--- src/rtl/ulpb_power_sequencer.sv ---
`default_nettype none
// ============================================================================
// ulpb_power_sequencer : always-on power/clock/reset/isolation sequencer
// Revision 1.0 - initial release
// ============================================================================
module ulpb_power_sequencer #(
  parameter int CNT_WIDTH = 4,
  parameter int PWR_DLY   = 3,
  parameter int CLK_DLY   = 2,
  parameter int RST_DLY   = 2,
  parameter int ISO_DLY   = 1
) (
  input  logic CLK,
  input  logic RESET,
  input  logic WAKEUP_REQ,
  input  logic SLEEP_REQ,
  output logic POWER_ON,
  output logic RELEASE_CLK,
  output logic RELEASE_RST,
  output logic RELEASE_ISO,
  output logic WAKE_DONE,
  output logic SLEEP_DONE,
  output logic BUSY
);

  typedef enum logic [2:0] {
    ASLEEP = 3'd0,
    PWR_UP = 3'd1,
    CLK_UP = 3'd2,
    RST_UP = 3'd3,
    ACTIVE = 3'd4,
    ISO_DN = 3'd5,
    RST_DN = 3'd6,
    CLK_DN = 3'd7
  } state_t;

  localparam logic [CNT_WIDTH-1:0] C_PWR_DLY = CNT_WIDTH'(PWR_DLY);
  localparam logic [CNT_WIDTH-1:0] C_CLK_DLY = CNT_WIDTH'(CLK_DLY);
  localparam logic [CNT_WIDTH-1:0] C_RST_DLY = CNT_WIDTH'(RST_DLY);
  localparam logic [CNT_WIDTH-1:0] C_ISO_DLY = CNT_WIDTH'(ISO_DLY);
  localparam logic [CNT_WIDTH-1:0] C_CNT_ONE = CNT_WIDTH'(1);

  state_t               r_state;
  state_t               w_state_next;
  logic [CNT_WIDTH-1:0] r_cnt;
  logic [CNT_WIDTH-1:0] w_cnt_next;
  logic [CNT_WIDTH-1:0] w_dly;
  logic                 r_wake_pend;
  logic                 r_sleep_pend;
  logic                 w_wake_pend_next;
  logic                 w_sleep_pend_next;
  logic                 w_step_done;
  logic                 w_wake_only;
  logic                 w_sleep_only;

  logic w_power_on;
  logic w_release_clk;
  logic w_release_rst;
  logic w_release_iso;
  logic w_busy;

  assign w_wake_only  = WAKEUP_REQ & ~SLEEP_REQ;
  assign w_sleep_only = SLEEP_REQ & ~WAKEUP_REQ;

  // Gap length for the current wait state; idle states never consult it
  always_comb begin
    w_dly = '0;
    case (r_state)
      PWR_UP:         w_dly = C_PWR_DLY;
      CLK_UP, CLK_DN: w_dly = C_CLK_DLY;
      RST_UP, RST_DN: w_dly = C_RST_DLY;
      ISO_DN:         w_dly = C_ISO_DLY;
      default:        w_dly = '0;
    endcase
  end

  assign w_step_done = (r_cnt == w_dly);

  always_comb begin
    w_state_next      = r_state;
    w_cnt_next        = r_cnt + C_CNT_ONE;
    w_wake_pend_next  = r_wake_pend;
    w_sleep_pend_next = r_sleep_pend;

    case (r_state)
      ASLEEP: begin
        w_cnt_next        = '0;
        w_sleep_pend_next = 1'b0;
        if (WAKEUP_REQ || r_wake_pend) begin
          w_state_next     = PWR_UP;
          w_wake_pend_next = 1'b0;
        end
      end

      ACTIVE: begin
        w_cnt_next       = '0;
        w_wake_pend_next = 1'b0;
        if (SLEEP_REQ || r_sleep_pend) begin
          w_state_next      = ISO_DN;
          w_sleep_pend_next = 1'b0;
        end
      end

      PWR_UP, CLK_UP, RST_UP: begin
        // Wake sequence runs to completion; a lone request only edits the pend flag
        if (w_sleep_only) begin
          w_sleep_pend_next = 1'b1;
        end else if (w_wake_only) begin
          w_sleep_pend_next = 1'b0;
        end
        if (w_step_done) begin
          w_cnt_next = '0;
          case (r_state)
            PWR_UP:  w_state_next = CLK_UP;
            CLK_UP:  w_state_next = RST_UP;
            default: w_state_next = ACTIVE;
          endcase
        end
      end

      default: begin
        if (w_wake_only) begin
          w_wake_pend_next = 1'b1;
        end else if (w_sleep_only) begin
          w_wake_pend_next = 1'b0;
        end
        if (w_step_done) begin
          w_cnt_next = '0;
          case (r_state)
            ISO_DN:  w_state_next = RST_DN;
            RST_DN:  w_state_next = CLK_DN;
            default: w_state_next = ASLEEP;
          endcase
        end
      end
    endcase
  end

  // Control levels implied by the current state; registered one cycle later
  always_comb begin
    w_power_on    = (r_state != ASLEEP);
    w_release_clk = 1'b0;
    w_release_rst = 1'b0;
    w_release_iso = (r_state == ACTIVE);
    case (r_state)
      CLK_UP, RST_DN:         w_release_clk = 1'b1;
      RST_UP, ACTIVE, ISO_DN: begin
        w_release_clk = 1'b1;
        w_release_rst = 1'b1;
      end
      default: begin
        w_release_clk = 1'b0;
        w_release_rst = 1'b0;
      end
    endcase
    w_busy = ((r_state != ASLEEP) && (r_state != ACTIVE)) ||
             ((r_state == ASLEEP) && r_wake_pend) ||
             ((r_state == ACTIVE) && r_sleep_pend);
  end

  always_ff @(posedge CLK or posedge RESET) begin
    if (RESET) begin
      r_state      <= ASLEEP;
      r_cnt        <= '0;
      r_wake_pend  <= 1'b0;
      r_sleep_pend <= 1'b0;
      POWER_ON     <= 1'b0;
      RELEASE_CLK  <= 1'b0;
      RELEASE_RST  <= 1'b0;
      RELEASE_ISO  <= 1'b0;
      WAKE_DONE    <= 1'b0;
      SLEEP_DONE   <= 1'b0;
      BUSY         <= 1'b0;
    end else begin
      r_state      <= w_state_next;
      r_cnt        <= w_cnt_next;
      r_wake_pend  <= w_wake_pend_next;
      r_sleep_pend <= w_sleep_pend_next;
      POWER_ON     <= w_power_on;
      RELEASE_CLK  <= w_release_clk;
      RELEASE_RST  <= w_release_rst;
      RELEASE_ISO  <= w_release_iso;
      WAKE_DONE    <= w_release_iso & ~RELEASE_ISO;
      SLEEP_DONE   <= ~w_power_on & POWER_ON;
      BUSY         <= w_busy;
    end
  end

endmodule
`default_nettype wire

--- config.mk ---
export PLATFORM = sky130hd
export DESIGN_NAME = ulpb_power_sequencer
export DESIGN_NICKNAME = d
export VERILOG_FILES = /design/src/rtl/ulpb_power_sequencer.sv
export SDC_FILE = /design/constraint.sdc
export NUM_CORES = 1
export LEC_CHECK = 0
export ABC_AREA = 1
export CAP_MARGIN = 40
export CORE_UTILIZATION = 35
export DETAILED_ROUTE_END_ITERATION = 12
export MAX_ROUTING_LAYER = met4
export PLACE_DENSITY = 0.54
export SLEW_MARGIN = 20
export SYNTH_ARGS = -nofsm -noshare
export SYNTH_HDL_FRONTEND = slang
export SYNTH_SLANG_ARGS = --single-unit
--- constraint.sdc ---
create_clock -name CLK -period 1.85 [get_ports CLK]
set_clock_uncertainty 0.1 [all_clocks]
set_input_delay 0.555 -clock CLK [delete_from_list [all_inputs] [get_ports CLK]]
set_output_delay 0.555 -clock CLK [all_outputs]
set_load 0.1 [all_outputs]
Word level (Yosys, flattened, before mapping)

Cells that the tools add are included.

Add/subtract/negate cells: 1
Equal/unequal tests: 13
Mux-type cells: 20
Bitwise gates (word level): 9
Reductions and logical operators: 20

Operators by type and width:

| kind                                           | number |
|---|---|
| == test 3 bit (second input constant)          | 4 |
| 2-to-1 mux 3 bit                               | 4 |
| one-hot mux 3 bit (2 select lines)             | 2 |
| one-hot mux 3 bit (3 select lines)             | 1 |
| nonzero test 3 bit                             | 3 |
| 2-to-1 mux 1 bit                               | 8 |
| 2-to-1 mux 4 bit                               | 2 |
| == test 3 x 2 -> 1 bit (second input constant) | 2 |
| inequality test 3 bit (second input constant)  | 2 |
| one-hot mux 1 bit (3 select lines)             | 2 |
| one-hot mux 2 bit (3 select lines)             | 1 |
| AND reduction 3 bit                            | 2 |
| OR reduction 3 bit                             | 2 |
| inverter 1 bit                                 | 5 |
| OR reduction 5 bit                             | 1 |
| adder 4 x 1 -> 4 bit (second input constant)   | 1 |
| AND 1 bit                                      | 4 |
| == test 4 bit                                  | 1 |
| logical OR 1 bit                               | 4 |
| inequality test 2 bit (second input constant)  | 2 |
| AND reduction 4 bit                            | 1 |
| nonzero test 4 bit                             | 1 |
| OR reduction 4 bit                             | 1 |
| == test 3 x 1 -> 1 bit (second input constant) | 1 |
| other kinds (4)                                | 6 |

Flip-flop bits (word level): 16
Bits of input ports: 4
Word-level logic and storage cells: 74

Logic depth before layout (Yosys ltp)

Depth after elaboration: 6
Depth in mapped cells: 9
Mapped depth without buffers: 9

Worst setup path before layout

No wires, ideal clock.

Path type: flip-flop to output port
Start: register RELEASE_ISO
End: output port RELEASE_ISO
Arrival time: 0.898 ns
Setup slack: 0.297 ns
Stages on the path, launching flop included: 1
Path buffers: 0
Cell sequence: dfrtp_1

RTL lines:

| what                     | line | RTL |
|---|---|---|
| start: declaration       | 20   | `output logic RELEASE_ISO,` |
| start signal: assignment | 182  | `RELEASE_ISO <= w_release_iso;` |

No word-level cell between the ends.

Worst setup path after layout

Start: input port WAKEUP_REQ
End: register r_wake_pend

Word-level cells in the longest chain between the ends: 4

Ends and longest elaborated chain:

| what                          | line | RTL |
|---|---|---|
| start: declaration            | 15   | `input logic WAKEUP_REQ,` |
| inverter 1 bit                | 63   | `assign w_sleep_only = SLEEP_REQ & ~WAKEUP_REQ;` |
| AND 1 bit                     | 63   |  |
| nonzero test 4 bit (no line)  | --   |  |
| AND reduction 3 bit (no line) | --   |  |
| end signal: assignment        | 177  | `r_wake_pend <= w_wake_pend_next;` |
| end: declaration              | 48   | `logic r_wake_pend;` |

Parallel ways exist; a longest one is shown, timed or not.
A chain may end at the register's enable or synchronous reset.

==> flow_summary_export.csv <==
group,metric,value,unit
layout,nets,110,
setup_path,critPathLaunchType,"input pin",
clocking,clock-sinks,16,
setup_path,rr_startpoint,"r_state[0]",
detailed_routing,drc,0,
synthesis,ys_seq_area_share,53.4,%
global_route,grt.total_usage,14.1,%
setup_path,cp-startpoint,"WAKEUP_REQ",
floorplan,io_pins,11,
setup_path,critical_path_class,"input pin to flop",
setup_path,crit_family,"buffers and inverters",
clocking,clock_latency,270,ps
floorplan,core_area,0.00198,mm²
floorplan,row_count,16,
synthesis,synth.distinct_cells,18,
detailed_routing,drtIter0Drc,5,
flow_run,maxCapViolCount,0,
timing,setup_viol_count_final,0,
global_route,antenna_found_initial,0,
synthesis,yosysWarningCount,0,
detailed_routing,first_pass_iters,4,
clocking,clk_path_buf_depth,2,
clocking,post_cts_resized,0,
clocking,cts_setup_buffers,0,
setup_path,r2r-end,"r_state[0]",
detailed_routing,wl_per_cell,9.98,µm
synthesis,syn_inst,86,
detailed_routing,final_antenna_net_count,0,
layout,largest_reg_flops,4,
timing,slew_viol_final,0,
global_route,gr-total-overflow,0,
synthesis,netlist_area,749,µm²
min_path,hp-class,"flop to flop",
layout,syn2layout_area_growth,32.2,%
global_route,grt_max_degree,17,
setup_path,arrival,1790,ps
setup_path,slowest_delay,470,ps
global_route,grt_pass1_wl,2170,µm
clocking,cts_tree,"yes",
floorplan,fp.dieH,48.3,µm
detailed_routing,wl,1280,µm
timing,hold-worst-slack,391,ps
synthesis,avgSynthCellArea,8.71,µm²
setup_path,crit_buf_inv,2,
setup_path,endpoint_kind,"flop",
min_path,min_from,"RELEASE_ISO",
layout,mostFrequentLayoutCells,"nand2_1 (18), dfrtp_1 (16), inv_1 (10), nor2_1 (10)",
layout,drive_gt1_share,22.8,%
layout,final_common_cell,"nand2_1",
layout,reg_top3,"r_cnt: 4 flops, r_state: 3 flops",
clocking,cts-root-buf,"clkbuf_4",
timing,slew_headroom,81.8,%
clocking,htree_levels,1,
setup_path,worst-path-stages,7,
synthesis,ys_ff_latch,16,
setup_path,reg2reg_slack,470,ps
global_route,grt_pass1_vias,510,
detailed_routing,dr_total_vias,566,
timing,layout_min_cycle_time,1730,ps
setup_path,cp_cell_sequence,"clkdlybuf4s50_1 > inv_1 > ha_1 > o21ai_0 > nand2_1 > nand2_1 > o21ai_1",
timing,rsz0062_at_grt,"false",
floorplan,dieArea,0.00233,mm²
clocking,path_clk_slew,80,ps
synthesis,synth_fp_nets,93,
timing,fin_crit_sh,93.5,%
layout,antenna_cells,0,
clocking,numCtsBuffers,3,
placed_design,dp_hpwl,986,µm
setup_path,required,1910,ps
setup_path,r2r_cells,9,
detailed_routing,routed_via_density,4.42,
timing,tightestPinTransition,272,ps
setup_path,path_common_cell,"nand2_1",
floorplan,die_w,48.3,µm
setup_path,timing.critical_path.fanout_max,2,
placed_design,portBuffers,10,
floorplan,start_util,37.8,%
layout,instances_no_fill,128,
layout,utilization,50.0,%
layout,nFillCells,197,
setup_path,crit_end,"r_wake_pend",
setup_path,crit_path_top_delay_cell,"clkdlybuf4s50_1",
timing,timing.fmax,578,MHz
timing,hold_viol,0,
clocking,holdBufCountCts,0,
run_status,status,"finished, final reports clean",
placed_design,gp_congestion,0.809,
layout,largest_register,"r_cnt",
placed_design,place_inst,125,
-- kinds of logic after synthesis --
| kind of cell | after synthesis | synth area share [%] |
|---|---|---|
| and+or+nand+nor | 45 | 28.0 |
| xor gates and xnor gates | 2 | 2.34 |
| buffers and inverters | 13 | 6.51 |
| adders and majority gates | 3 | 5.01 |
| AOI/OAI and AO/OA | 7 | 4.67 |
| DFF | 16 | 53.4 |
-- worst reg2reg max path: cells and delay by family (launching register included) --
kind,cells,cell delay [ps]
buffers and inverters,2,180
DFF,1,480
and+or+nand+nor,7,570
-- layout make-up --
type                    instances  area, µm²  area share, %
flip-flops and latches         16        400           40.4
multi-input cells              57        300           30.3
repair buffers                 12        185           18.7
inverters                      13       48.8           4.92
well taps                      27       33.8           3.41
clock buffers                   3       22.5           2.27
-- metal layers --
layer  vias to the layer above  part of all wire, %  GRT usage, %  wire [µm]
met5                         -                    0             -          0
met2                         9                   44          21.1        568
li1                        302                    -             -          -
met4                         0                    0          6.67          0
met3                         0                  3.4          3.33         44
met1                       255                   52          17.8        665
-- worst min-delay path by stage --
stage	end	slack (ps)	cells after the start
after floorplan	BUSY	370	1
after global placement	WAKE_DONE	390	1
after detailed placement	WAKE_DONE	390	1
after CTS	WAKE_DONE	400	1
after global routing	WAKE_DONE	420	1
final	WAKE_DONE	390	1
-- Yosys cell counts --
| cell type | n | area, µm² |
|---|---|---|
| dfrtp_1 | 16 | 400 |
| inv_2 | 3 | 11.3 |
| nand3_2 | 1 | 10.0 |
| inv_1 | 10 | 37.5 |
| xor2_1 | 1 | 8.76 |
| nor2_2 | 1 | 6.26 |
| xnor2_1 | 1 | 8.76 |
| a21oi_1 | 2 | 10.0 |
| nand2_2 | 5 | 31.3 |
| nor2_1 | 10 | 37.5 |
| nor3_1 | 1 | 5.00 |
| ha_1 | 3 | 37.5 |
| nand4_1 | 1 | 6.26 |
| nand2_1 | 18 | 67.6 |
| o21ai_1 | 1 | 5.00 |
| nand3_1 | 7 | 35.0 |
| nand2_4 | 1 | 11.3 |
| o21ai_0 | 4 | 20.0 |
-- metrics by stage --
stage | TNS, ps | cell area [µm²] | setup WS [ps]
after global placement | -140 | 968 | -71.1
final | 0 | 991 | 121
after detailed placement | -224 | 968 | -143
after floorplan | 0 | 749 | 297
after global routing | 0 | 991 | 50.4
after CTS | 0 | 991 | 140
Power is not shown: default switching activity piles up to over one toggle a cycle in this logic, so the estimate is an artifact.
